===== config.mk =====
export PLATFORM = sky130hd
export DESIGN_NAME = sync_fifo_wr_arbiter
export DESIGN_NICKNAME = d
export VERILOG_FILES = /design/src/rtl/sync_fifo_wr_arbiter.sv
export SDC_FILE = /design/constraint.sdc
export NUM_CORES = 1
export LEC_CHECK = 0
export ABC_AREA = 1
export CAP_MARGIN = 20
export CORE_AREA = 2 2 57 59
export DETAILED_ROUTE_END_ITERATION = 6
export DIE_AREA = 0 0 59 61
export PLACE_DENSITY_LB_ADDON = 0.05
export RECOVER_POWER = 50
export SKIP_LAST_GASP = 1
export SYNTH_ARGS = -nofsm -noshare
export SYNTH_HDL_FRONTEND = slang
export SYNTH_SLANG_ARGS = --single-unit

===== constraint.sdc =====
create_clock -name clk -period 1.2 [get_ports clk]
set_input_delay 0.12 -clock clk [delete_from_list [all_inputs] [get_ports clk]]
set_output_delay 0.12 -clock clk [all_outputs]
set_load 0.005 [all_outputs]

===== src/rtl/sync_fifo_wr_arbiter.sv =====
// Round-robin arbiter that shares one FIFO write port among NUM_REQ valid/ready producers in bursts of up to MAX_BURST beats.
// One IDLE cycle of arbitration before each grant. req_ready and fifo_wr_en fall combinationally with fifo_full.
module sync_fifo_wr_arbiter #(
    parameter int NUM_REQ    = 4,
    parameter int DATA_WIDTH = 8,
    parameter int MAX_BURST  = 4,
    localparam int ID_WIDTH  = $clog2(NUM_REQ)
) (
    input  logic                           clk,
    input  logic                           rst,
    input  logic [NUM_REQ-1:0]             req_valid,
    input  logic [NUM_REQ*DATA_WIDTH-1:0]  req_data,
    output logic [NUM_REQ-1:0]             req_ready,
    input  logic                           fifo_full,
    output logic                           fifo_wr_en,
    output logic [ID_WIDTH+DATA_WIDTH-1:0] fifo_wr_data,
    output logic                           grant_valid,
    output logic [ID_WIDTH-1:0]            grant_id
);

    localparam int CNT_WIDTH = (MAX_BURST > 1) ? $clog2(MAX_BURST) : 1;

    typedef enum logic {
        IDLE  = 1'b0,
        BURST = 1'b1
    } state_t;

    state_t                 state, state_nxt;
    logic [ID_WIDTH-1:0]    owner, owner_nxt;
    logic [ID_WIDTH-1:0]    rr_ptr, rr_ptr_nxt;
    logic [CNT_WIDTH-1:0]   beat_cnt, beat_cnt_nxt;

    logic [DATA_WIDTH-1:0]  payload [NUM_REQ];
    logic                   sel_found;
    logic [ID_WIDTH-1:0]    sel_idx;
    logic [ID_WIDTH-1:0]    owner_inc;
    logic                   owner_vld;
    logic                   accept;
    logic                   last_beat;

    for (genvar g = 0; g < NUM_REQ; g++) begin : g_unpack
        assign payload[g] = req_data[g*DATA_WIDTH +: DATA_WIDTH];
    end

    // Scan from the highest offset down so the last hit is the nearest to rr_ptr.
    always_comb begin
        int                  idx;
        logic [ID_WIDTH-1:0] cand;
        sel_found = 1'b0;
        sel_idx   = '0;
        idx       = 0;
        cand      = '0;
        for (int k = NUM_REQ - 1; k >= 0; k--) begin
            idx = int'(rr_ptr) + k;
            if (idx >= NUM_REQ) begin
                idx = idx - NUM_REQ;
            end
            cand = ID_WIDTH'(idx);
            if (req_valid[cand]) begin
                sel_found = 1'b1;
                sel_idx   = cand;
            end
        end
    end

    assign owner_inc = (owner == ID_WIDTH'(NUM_REQ - 1)) ? '0 : owner + 1'b1;
    assign owner_vld = req_valid[owner];
    assign accept    = (state == BURST) && owner_vld && !fifo_full;
    assign last_beat = (beat_cnt == CNT_WIDTH'(MAX_BURST - 1));

    always_ff @(posedge clk or posedge rst) begin
        if (rst) begin
            state    <= IDLE;
            owner    <= '0;
            rr_ptr   <= '0;
            beat_cnt <= '0;
        end else begin
            state    <= state_nxt;
            owner    <= owner_nxt;
            rr_ptr   <= rr_ptr_nxt;
            beat_cnt <= beat_cnt_nxt;
        end
    end

    always_comb begin
        state_nxt    = state;
        owner_nxt    = owner;
        rr_ptr_nxt   = rr_ptr;
        beat_cnt_nxt = beat_cnt;
        case (state)
            IDLE: begin
                if (sel_found) begin
                    state_nxt    = BURST;
                    owner_nxt    = sel_idx;
                    beat_cnt_nxt = '0;
                end
            end
            BURST: begin
                // A stalled owner keeps the grant only while its valid stays high.
                if (!owner_vld || (accept && last_beat)) begin
                    state_nxt  = IDLE;
                    rr_ptr_nxt = owner_inc;
                end else if (accept) begin
                    beat_cnt_nxt = beat_cnt + 1'b1;
                end
            end
            default: begin
                state_nxt = IDLE;
            end
        endcase
    end

    always_comb begin
        grant_valid  = 1'b0;
        grant_id     = '0;
        req_ready    = '0;
        fifo_wr_en   = 1'b0;
        fifo_wr_data = '0;
        if (state == BURST) begin
            grant_valid      = 1'b1;
            grant_id         = owner;
            req_ready[owner] = !fifo_full;
        end
        if (accept) begin
            fifo_wr_en   = 1'b1;
            fifo_wr_data = {owner, payload[owner]};
        end
    end

endmodule


Yosys cells after proc, flatten, opt, wreduce, memory -nomap -nowiden
Index checks and enable logic that the tools add are counted.
{"block": "op_classes", "addsub": 9, "n_lt_le_gt_ge": 11, "n_eq_ne": 5, "muxes": 40, "n_bitwise": 3, "reduce_logical": 10}
{"operator": "two-way mux 2 bit", "n": 13}
{"operator": "binary-select mux 8 bit (select 2 bit)", "n": 1}
{"operator": "two-way mux 8 bit", "n": 2}
{"operator": "< comparator 2 x 3 -> 1 bit (second input constant)", "n": 5}
{"operator": "two-way mux 1 bit", "n": 14}
{"operator": ">= comparator 3 bit (second input constant)", "n": 4}
{"operator": "binary-select mux 1 bit (select 2 bit)", "n": 5}
{"operator": "two-way mux 10 bit", "n": 1}
{"operator": "subtractor 2 x 1 -> 2 bit (second input constant)", "n": 4}
{"operator": "adder 2 x 2 -> 3 bit (second input constant)", "n": 2}
{"operator": "adder 2 x 1 -> 2 bit (second input constant)", "n": 2}
{"operator": "bitwise AND 4 bit", "n": 1}
{"operator": "equality test 2 bit (second input constant)", "n": 2}
{"operator": "logical AND 1 bit", "n": 4}
{"operator": "two-way mux 4 bit", "n": 1}
{"operator": "!= test 2 bit (second input constant)", "n": 2}
{"operator": "one-hot mux 2 bit (2 select lines)", "n": 1}
{"operator": "AND reduction 2 bit", "n": 2}
{"operator": "adder 2 x 1 -> 3 bit (second input constant)", "n": 1}
{"operator": ">= comparator 2 x 3 -> 1 bit (second input constant)", "n": 1}
{"operator": "inverter 2 -> 3 bit", "n": 1}
{"operator": "AND reduction 3 bit", "n": 1}
{"operator": "demux 1 bit (select 2 bit)", "n": 1}
{"operator": ">= comparator 2 x 1 -> 1 bit (second input constant)", "n": 1}
{"operator": "other kinds (5)", "n": 6}
{"block": "totals", "register_bits": 7, "input_bits": 39}

Depth between registers and ports, before layout
{"block": "logic_depth", "ltp_word": 11, "mapped_depth": 12}

Least setup slack after synthesis
OpenSTA, ideal clock, no wires.
{"block": "synth_path", "kind": "flip-flop to flip-flop", "from": "register owner[0]", "to": "register rr_ptr[1]", "setup_ns": 0.126, "t_arrival_ns": 1.177, "required_ns": 1.074, "slack_ns": -0.104, "stages_incl_launch_ff": 7, "cell_sequence": "dfrtp_1 -> inv_1 -> buf_2 -> buf_2 -> ha_1 -> nand2_1 -> o21ai_0"}
{"element": "start: declaration", "line": "29", "text": "logic [ID_WIDTH-1:0] owner, owner_nxt;"}
{"element": "start signal: assignment", "line": "79", "text": "owner <= owner_nxt;"}
{"element": "adder 2 x 1 -> 2 bit or equality test 2 bit (tied branches)", "line": "66", "text": "assign owner_inc = (owner == ID_WIDTH'(NUM_REQ - 1)) ? '0 : owner + 1'b1;"}
{"element": "two-way mux 2 bit (*)", "line": "66"}
{"element": "net owner_inc[1]", "line": "36", "text": "logic [ID_WIDTH-1:0] owner_inc;"}
{"element": "end signal: assignment", "line": "80", "text": "rr_ptr <= rr_ptr_nxt;"}
{"element": "end: declaration", "line": "30", "text": "logic [ID_WIDTH-1:0] rr_ptr, rr_ptr_nxt;"}
Mark *: on every way through the listed nets, which the timed path passes. The rest lies on a longest branch. The select of a mux whose other input is x is not followed.
A chain may end at the register's enable or synchronous reset.

Final worst setup path
{"block": "layout_path", "from": "register owner[0]", "to": "output port fifo_wr_data[6]"}
{"block": "layout_between", "elab_chain_cells": 5}
{"element": "inverter 2 -> 3 bit (not written as such) or binary-select mux 1 bit (select 2 bit) (tied branches)", "line": "126, 67"}
{"element": "binary-select mux 8 bit (select 2 bit) or two-way mux 1 bit (tied branches)", "line": "126, 67"}
{"element": "two-way mux 8 bit (not written as such) or logical AND 1 bit (tied branches) (2 in series)", "line": "126, 68"}
{"element": "two-way mux 10 bit (*)", "line": "124", "text": "if (accept) begin"}
{"element": "end: declaration", "line": "16", "text": "output logic [ID_WIDTH+DATA_WIDTH-1:0] fifo_wr_data,"}
Mark *: on every way between the ends. The rest lies on a longest branch, timed or not. The select of a mux whose other input is x is not followed.

==> results_dict.tcl <==
set metrics [dict create \
    post_route_ant_nets 0 \
    grt_start_max_net_pins 11 \
    route.detailed.vias_per_inst 4.95 \
    buffer_ports.inserted 56 \
    drt-met1-wl_um 1790 \
    drc 0 \
    logic_depth_of_the_worst_register_to_register_path 11 \
    cts_inserted_buffers 3 \
    preCtsSetupSlack_ns -0.651 \
    outcome "finished with violations" \
    timing.max_cap.violations 0 \
    worst_setup_hold_path_clk_slew_ns 0.06 \
    fin_worst_skew_ns 0.00367 \
    synthesis.instances 180 \
    cts_tree "yes" \
    synth_fp_nets 224 \
    wl_um 4540 \
    number_of_antenna_violations_at_the_first_check_in_global_routing 0 \
    floorplan.rows 20 \
    fillerInstances 202 \
    failed_checks "negative setup slack" \
    asyncSetResetFlopFracSynth_pct 100 \
    clk_root_buffer_cell "clkbuf_4" \
    dp.final_hpwl_um 2710 \
    commonest_cells_in_the_netlist "nor2_1 (41), nand2_1 (39), o21ai_0 (22)" \
    finalCoreUtilization_pct 77.8 \
    period_needed_ns 1.66 \
    floorplan.initialDensity_pct 34.4 \
    total_via_count_in_the_routed_design 1559 \
    timing.slew.headroom_pct 81.9 \
    antenna_diode_count 0 \
    die_width_um 59 \
    most_used_standard_cell_by_instance_count_after_synthesis "nor2_1" \
    hold_path.class "input port to async pin" \
    drt-wirelength-per-cell_um 14.4 \
    ys.warnings.count 0 \
    maxClockFrequency_mhz 602 \
    holdBufCountCts 0 \
    cpMaxStageDelayCell "dfrtp_2" \
    finalHoldViolCount 0 \
    cp_max_fo 6 \
    ys_top_cells_by_area "dfrtp_1 (17%), nor2_1 (15%), nand2_1 (14%), o21ai_0 (11%), nand2_2 (7.4%)" \
    worst-endpoint-arrival_ns 1.54 \
    synth_seq_cells 7 \
    number_of_nets_at_the_end_of_the_flow 327 \
    final-max-slew-violation-count 0 \
    synthesis.area_um2 1020 \
    grt_first_pass_wirelength_um 7020 \
    gr-total-overflow 0 \
    synth-edff-count 0 \
    vertical_die_dimension_um 61 \
    timing.critical_path.required_ns 1.08 \
    final-setup-viol-count 23 \
    timing.reg2reg.setup_slack_ns -0.36 \
    fin_crit_sh_pct 138 \
    worst_r2r_startpoint "owner[0]" \
    seq_area_frac_synth_pct 17.2 \
    worstSetupPathType "flop to output pin" \
    firstDrtPassIters 4 \
    synth_top_area_share_pct 17.2 \
    routabilityCongestion 0.790 \
    timing.critical_path.max_delay_family "flip-flops" \
    dieArea_um2 3600 \
    vdd_ir_drop_max_mv 1.41 \
    met3WireLength_um 245 \
    synth.largest_area_cell "dfrtp_1" \
    first_global_vias 1529 \
    grtUsageTotal_pct 25.5 \
    rsz0062_at_grt "yes" \
    top_routing_layer_in_use "met4" \
    leakage_power_summed_over_all_cells_nw 1.13 \
    element_type_at_the_critical_path_start "flop" \
    core_um2 2950 \
    capturing_point_of_the_worst_reg2reg_path "beat_cnt[0]" \
    cts_htree_levels 1 \
    wl_met2_um 2490 \
    critical_path.max_stage_delay_ns 0.45 \
    numClockSinks 7 \
    power_density_nw_per_um2 2440 \
    drive_above_1_share_pct 51.8 \
    design.portCount 57 \
    synth_cell_type_count 19 \
    timing.critical_path.cells "inv_2, nand2_2, nand3_4, nand2_4, nor2_4, buf_6, inv_8, a21oi_2, buf_2" \
    critical_path.endpoint_type "output pin" \
    drt_first_iter_violations 88 \
    area_delta_synth_final_pct 126 \
    max_slew.worst_pin.slew_ns 0.271 \
    synth-main-ff-cell "dfrtp_1" \
    later_pin_clock_latency_in_the_skew_report_ns 0.26 \
    critPathBufInv 4 \
    synth_area_per_cell_um2 5.64 \
    clock_path_buffers 2 \
    hold_ws_ns 0.235 \
    pnr_worst_setup_slack_ns -0.461 \
]
## how the worst max path moves through the flow
stage | depth (start not counted) | endpoint | startpoint
finish | 9 | fifo_wr_data[6] | owner[0]
global route | 9 | fifo_wr_data[4] | owner[0]
CTS | 9 | fifo_wr_data[4] | owner[0]
detailed placement | 8 | fifo_wr_data[3] | req_valid[1]
global placement | 8 | fifo_wr_data[4] | req_valid[1]
floorplan | 8 | fifo_wr_data[0] | owner[0]
## registers in the layout (all words and copies together), names as in the netlist
signal / flops
owner: 2
beat_cnt: 2
state: 1
rr_ptr: 2
## final cells by class
class | count | area, um^2 | share of cell area [%]
repair buffers | 105 | 1010 | 43.8
multi-input cells | 144 | 927 | 40.4
flip-flops and latches | 7 | 180 | 7.84
inverters | 21 | 104 | 4.52
well taps | 33 | 41.3 | 1.80
clock buffers | 4 | 26.3 | 1.14
repair inverters | 1 | 11.3 | 0.490
## layer usage
layer	track usage, %	vias up
met2	48.6	53
met1	30.7	731
met4	3.90	0
met3	3.84	6
li1	-	769
met5	0	-
## cells in the final DEF, fill, tap and decap left out, types with 3 or more instances in the layout
master           count
inv_1               11
inv_2                7
clkbuf_4             3
buf_2               16
nor2_1              35
dfrtp_1              3
nand2_2             20
nand3_4              3
nor2_2               6
nand2_4              8
o21ai_0              5
dfrtp_2              4
a21oi_2              8
nand3_2              3
ha_1                 3
nor2_4               3
o21ai_2              7
clkdlybuf4s50_1     37
o21ai_1             10
nand3_1              5
nand2_1             23
buf_4               28
buf_6               15
## what timing repair did
action | in CTS | in global routing
cloned | 4 | 0
resized for setup | 131 | 43
pin swaps | 6 | 15
setup endpoints to repair | 25 | 24
buffers inserted | 28 | 6
## kinds of logic (layout without fill, tap and decap cells)
kind of cell	after synthesis	count (layout)	share of synthesized area [%]
AO/OA/AOI/OAI	30	30	15.1
AND/OR/NAND/NOR	109	109	47.3
flip-flops	7	7	17.2
buffers and inverters	29	131	14.2
adder cells (fa/ha/maj)	5	5	6.16
## metrics by stage
stage	area (um^2)	total power, mW	std cells	setup TNS (ns)
floorplan	1070	2.37	180	-0.915
global placement	1760	3.34	281	-10.84
global route	2300	6.01	315	-9.21
CTS	2160	5.01	314	-7.57
detailed placement	1760	3.39	281	-11.08
finish	2300	5.60	315	-7.79
## where the power goes
part	switching, mW	total [mW]	internal [mW]
sequential	0.137	0.492	0.355
clock	0.101	0.229	0.128
combinational	2.39	4.88	2.49
total	2.63	5.60	2.97
Power figures use the tool's default switching activity.
==> edit 1 (same settings) <==
Reset style: synchronous (`rst`), changed in one clocked block.
--- a/src/rtl/sync_fifo_wr_arbiter.sv
+++ b/src/rtl/sync_fifo_wr_arbiter.sv
@@ -68,7 +68,7 @@
     assign accept    = (state == BURST) && owner_vld && !fifo_full;
     assign last_beat = (beat_cnt == CNT_WIDTH'(MAX_BURST - 1));
 
-    always_ff @(posedge clk or posedge rst) begin
+    always_ff @(posedge clk) begin
         if (rst) begin
             state    <= IDLE;
             owner    <= '0;
Formal check against the unedited RTL: differs if rst is asserted again (counterexample within 4 cycles, from zero or initial values and one cycle with rst high); with rst held inactive, the same outputs for 10 cycles.
==> edit 1 against the unedited design <==
  * The run still ends with negative setup slack left
  * Combinational power fell by 24%
  * Area after synthesis grew 0.86%
  * Sequential cell count did not move
  * Wire length decreased by 9.2%
  * Critical path type unchanged
  * Register-to-register slack better by 0.02 ns
  * Setup slack gained 0.081 ns
  * Non-clock buffer count fell by 10
  * Power fell by 20%
  * Fmax grew 5.1%
  * Critical endpoint is now fifo_wr_data[3]
  * Critical path depth fell by 2
  * Design area fell by 6.0%
  * Utilization shrank 4.7 points
==> edit 1: results (changes against the unedited design) <==
Startpoint Class=flip-flop (unchanged); status=complete, but fails checks (unchanged); Buffers on Ports=56 (unchanged); Min Hold Slack=0.573 ns (was 0.235 ns); FF-to-FF Start=owner[0] (unchanged); setup ws final=-0.380 ns (was -0.461 ns); register area share after synthesis=13.7% (was 17.2%); Setup-failing EPs final=22 (was 23); Setup TNS=-5.86 ns (was -7.79 ns); slew of the pin with the lowest slew margin=0.294 ns (was 0.271 ns); share of flip-flops with an asynchronous set or reset=0% (was 100%); met1 usage=26.8% (was 30.7%); largest net degree at the start of global routing=11 (unchanged); Final Skew=0.00546 ns (was 0.00367 ns); H-tree depth=1 (unchanged); met3 Use GR=2.99% (was 3.84%); min-delay worst type=in -> reg (was in -> async); first-pass GRT wire length=6220 microns (was 7020 microns); worst vdd ir=0.00136 V (was 0.00141 V); hold worst-path end=state; failing checks=negative setup slack (unchanged); fin nets=320 (was 327); Critical Path AT=1.46 ns (was 1.54 ns); overall global routing resource usage=22.4% (was 25.5%); ys flop type=dfxtp_1 (was dfrtp_1); top cells by count, synth=nor2_1 (43), nand2_1 (35), inv_1 (18), o21ai_0 (18), nand2_2 (16) (was nor2_1 (41), nand2_1 (39), o21ai_0 (22)); share of post-route cells with drive strength above 1=48.0% (was 51.8%); M2 GR Usage=42.7% (was 48.6%); CP max stage delay=0.41 ns (was 0.45 ns); vias in the first global route=1376 (was 1529); syn_nets=228 (was 224); top cells by area, synth=nor2_1 (16%), dfxtp_1 (14%), nand2_1 (13%), nand2_2 (9.8%), o21ai_0 (8.8%) (was dfrtp_1 (17%), nor2_1 (15%), nand2_1 (14%), o21ai_0 (11%), nand2_2 (7.4%)); reg2reg end=rr_ptr[0] (was beat_cnt[0]); Final GP Congestion=0.818 (was 0.790); reg2reg setup slack=-0.34 ns (was -0.36 ns); Initial DRC Count=34 (was 88); Worst path slowest cell=dfxtp_4 (was dfrtp_2); R2R depth=9 (was 11); Routed WL per cell=13.4 microns (was 14.4 microns); total number of vias=1481 (was 1559); DP HPWL=2640 microns (was 2710 microns); count of cell types in the netlist=26 (was 19); Pleak=1.03 nW (was 1.13 nW)
[edit 1: cell count changes in the layout (fill, tap and decap cells not counted), sizes merged, moves of 2 or more]
cell and change:
a21oi +6, clkbuf +4, nand3 -6, buf -14, dlygate4sd2 +2, nand4 -2
dfxtp +7, nor2 +3, dfrtp -7
[edit 1: where the power goes]
group / switching, mW / total [mW] / internal, mW
combinational: 1.85 / 3.70 / 1.86
sequential: 0.167 / 0.534 / 0.367
clock: 0.0995 / 0.227 / 0.128
[edit 1: worst max path at each step]
stage / endpoint / slack (ns) / depth (start not counted)
detailed placement: fifo_wr_data[3] / -0.67 / 9
finish: fifo_wr_data[3] / -0.38 / 7
floorplan: beat_cnt[0] / -0.05 / 12
global route: fifo_wr_data[6] / -0.42 / 9
CTS: fifo_wr_data[3] / -0.34 / 9
global placement: fifo_wr_data[6] / -0.61 / 9
[edit 1: layout make-up]
| class | count | area (sq um) |
|---|---|---|
| tap | 33 | 41.3 |
| clock buffer | 4 | 26.3 |
| inverter | 21 | 91.3 |
| multi-input combinational | 148 | 956 |
| timing repair buffer | 95 | 892 |
| fill | 246 | 793 |
| sequential | 7 | 153 |
[edit 1: through the flow]
stage | instance area [sq um] | utilization [%] | setup WS [ns] | std cells
after detailed placement | 1730 | 58.6 | -0.669 | 284
after CTS | 2000 | 67.6 | -0.338 | 301
after floorplan | 1050 | - | -0.0543 | 184
after global routing | 2160 | 73.1 | -0.424 | 308
after global placement | 1730 | 58.6 | -0.614 | 284
final | 2160 | 73.1 | -0.380 | 308
[edit 1: kinds of logic after synthesis]
| group | count (synthesis) | synth area share, % |
|---|---|---|
| AOI/OAI and AO/OA | 37 | 19.7 |
| adders and majority gates | 5 | 6.11 |
| buffers and inverters | 29 | 13.2 |
| DFF | 7 | 13.7 |
| and+or+nand+nor | 106 | 47.4 |
[edit 1: routing by layer]
layer / vias up / part of all wire (%) / routed length, microns
met4: 0 / 1.8 / 76
li1: 765 / - / -
met5: - / 0 / 0
met1: 664 / 40 / 1660
met2: 43 / 52 / 2140
met3: 9 / 6.0 / 247
[edit 1: repair_timing]
item,CTS,global route
setup endpoints to repair,25,24
gates resized for setup,114,40
setup buffers,12,7
cloned,3,2
hold buffers,0,0
pin swaps,15,10
[edit 1: worst max-delay path: cells and delay by family (launching register included)]
kind	cells	cell delay, ns
flops	1	0.41
compound gates	2	0.29
simple gates	2	0.13
buf+inv	3	0.36
==> edit 2 (same settings) <==
Without the edit above. The parameter `DATA_WIDTH` goes from 8 to 6.
--- a/src/rtl/sync_fifo_wr_arbiter.sv
+++ b/src/rtl/sync_fifo_wr_arbiter.sv
@@ -2,7 +2,7 @@
 // One IDLE cycle of arbitration before each grant. req_ready and fifo_wr_en fall combinationally with fifo_full.
 module sync_fifo_wr_arbiter #(
     parameter int NUM_REQ    = 4,
-    parameter int DATA_WIDTH = 8,
+    parameter int DATA_WIDTH = 6,
     parameter int MAX_BURST  = 4,
     localparam int ID_WIDTH  = $clog2(NUM_REQ)
 ) (
Ports: changed (resized fifo_wr_data and req_data); port bits go from 57 to 47. No check against the original RTL was run, so the function may have changed too.
==> edit 2 against the unedited design <==
  * The run still ends with negative setup slack left
  * Global-route usage is 6.5 points lower
  * Design area fell by 20%
  * Wire length shrank 30%
  * Power decreased by 25%
  * Sequential cell count is the same
  * Critical endpoint is now fifo_wr_data[1]
  * Die area unchanged
  * Highest routed layer unchanged
  * Setup slack improved by 0.078 ns
  * Area after synthesis fell by 10%
==> edit 2: results (changes against the unedited design) <==
status=complete, but fails checks (unchanged); failing checks=negative setup slack (unchanged); min-delay worst type=in -> async (unchanged); antenna violations before repair=0 (unchanged); H-tree depth=1 (unchanged); slew of the pin with the lowest slew margin=0.275 ns (was 0.271 ns); Net Sw Power=2.05 mW (was 2.63 mW); fin nets=283 (was 327); setup ws final=-0.384 ns (was -0.461 ns); first-pass GRT wire length=5190 microns (was 7020 microns); clock slew at reported path FFs=0.05 ns; uppermost layer routed=met4 (unchanged); reg2reg end=rr_ptr[0] (was beat_cnt[0]); Synth Instances=163 (was 180); metal3 WL=141 microns (was 245 microns); DP HPWL=2430 microns (was 2710 microns); largest registers=beat_cnt: 2 flops, owner: 2 flops, rr_ptr: 2 flops (unchanged); register area share after synthesis=19.2% (was 17.2%); maximum net fanout on the critical path=8 (was 6); Fillers=284 (was 202); top cells by area, synth=nand2_1 (21%), dfrtp_1 (19%), nor2_1 (13%), o21ai_0 (8.2%), ha_1 (6.8%) (was dfrtp_1 (17%), nor2_1 (15%), nand2_1 (14%), o21ai_0 (11%), nand2_2 (7.4%)); clock root buffer=clkbuf_4 (unchanged); vias in the first global route=1168 (was 1529); Worst path slowest cell=dfrtp_2 (unchanged); top cells by count, synth=nand2_1 (51), nor2_1 (31), o21ai_0 (15) (was nor2_1 (41), nand2_1 (39), o21ai_0 (22)); syn_nets=199 (was 224); total number of vias=1294 (was 1559); Initial DRC Count=43 (was 88); Final GP Congestion=0.803 (was 0.790); CTS buffer count=3 (unchanged); Met2 Wirelength=1700 microns (was 2490 microns); count of cell types in the netlist=19 (unchanged); Ys Warns=0 (unchanged); FF-to-FF Start=owner[0] (unchanged); met1 wire length=1330 microns (was 1790 microns); Buffers on Ports=46 (was 56); latest clock arrival within the worst-skew pair=0.25 ns; R2R depth=13 (was 11); Setup-failing EPs final=22 (was 23); Final Skew=0.00174 ns (was 0.00367 ns); reg2reg setup slack=-0.34 ns (was -0.36 ns); share of flip-flops with an asynchronous set or reset=100% (unchanged); Pre-antenna DRT Iters=4 (unchanged); Pleak=0.922 nW (was 1.13 nW); Critical Path AT=1.46 ns (was 1.54 ns); share of post-route cells with drive strength above 1=45.9% (was 51.8%); pre-CTS setup slack=-0.567 ns (was -0.651 ns); largest net degree at the start of global routing=14 (was 11); Clock Path Buffers=2 (unchanged); Routed WL per cell=11.5 microns (was 14.4 microns); CP max stage delay=0.46 ns; overall global routing resource usage=19.0% (was 25.5%); ys flop type=dfrtp_1 (unchanged); worst vdd ir=0.00131 V (was 0.00141 V); diode count=0 (unchanged)
## edit 2: cell count changes after synthesis, moves of 2 or more
| cell | change |
|---|---|
| inv_4 | +2 |
| inv_2 | +2 |
| nand2_1 | +12 |
| nand3_1 | -2 |
| nor2_1 | -10 |
| o21ai_0 | -7 |
| nand2_2 | -5 |
| buf_2 | -2 |
| inv_1 | -6 |
## edit 2: logic make-up (layout without fill, tap and decap cells)
group,Yosys count,count (layout),share of synthesized area (%)
buffers and inverters,24,107,12.7
adders and majority gates,5,5,6.85
and+or+nand+nor,104,104,48.6
DFF,7,7,19.2
AOI/OAI and AO/OA,23,23,12.6
## edit 2: power by group through the flow
stage	registers, mW	logic [mW]	clock network, mW
floorplan	0.425	1.75	0
global placement	0.507	2.66	0
detailed placement	0.510	2.71	0
CTS	0.528	3.20	0.217
global route	0.548	3.84	0.232
finish	0.528	3.47	0.211
## edit 2: cell type report
type                       instances  area share (%)
multi-input combinational        132            42.2
timing repair buffer              85            39.6
sequential                         7            9.79
inverter                          18            4.79
tap                               33            2.26
clock buffer                       4            1.44
## edit 2: metal layers
metal  track usage, %  vias to the layer above
li1                 -                      674
met1             22.0                      587
met2             36.3                       31
met3             4.48                        2
met4             2.27                        0
met5                0                        -
## edit 2: metrics by stage
step / setup TNS (ns) / util [%] / instance area (sq um) / hold WS [ns] / cells
3_3_place_gp: -8.97 / 53.9 / 1590 / 0.361 / 260
3_5_place_dp: -9.22 / 53.9 / 1590 / 0.371 / 260
6_report: -6.38 / 61.9 / 1830 / 0.235 / 279
5_1_grt: -8.12 / 61.9 / 1830 / 0.263 / 279
2_1_floorplan: -0.287 / - / 961 / -0.0766 / 163
4_1_cts: -6.03 / 59.4 / 1760 / 0.102 / 277
## edit 2: worst max path at each step
| stage | cells after the start | end | start | slack (ns) |
|---|---|---|---|---|
| after floorplan | 8 | fifo_wr_data[0] | owner[0] | -0.02 |
| after global placement | 8 | fifo_wr_data[3] | req_valid[3] | -0.55 |
| after detailed placement | 8 | fifo_wr_data[1] | req_valid[3] | -0.57 |
| after CTS | 9 | fifo_wr_data[3] | owner[0] | -0.38 |
| after global routing | 9 | fifo_wr_data[1] | owner[0] | -0.50 |
| final | 9 | fifo_wr_data[1] | owner[0] | -0.38 |
## edit 2: worst max-delay path, delay by kind of cell, from the launching register on
family	cells	cell delay (ns)
simple gates	4	0.31
buf+inv	4	0.36
flops	1	0.46
compound gates	1	0.08
## edit 2: timing repair
| item | in CTS | in global routing |
|---|---|---|
| hold buffers | 0 | 0 |
| pin swaps | 12 | 5 |
| setup endpoints to repair | 23 | 22 |
| setup buffers | 12 | 3 |
| gates resized for setup | 106 | 19 |
| gates cloned | 1 | 0 |
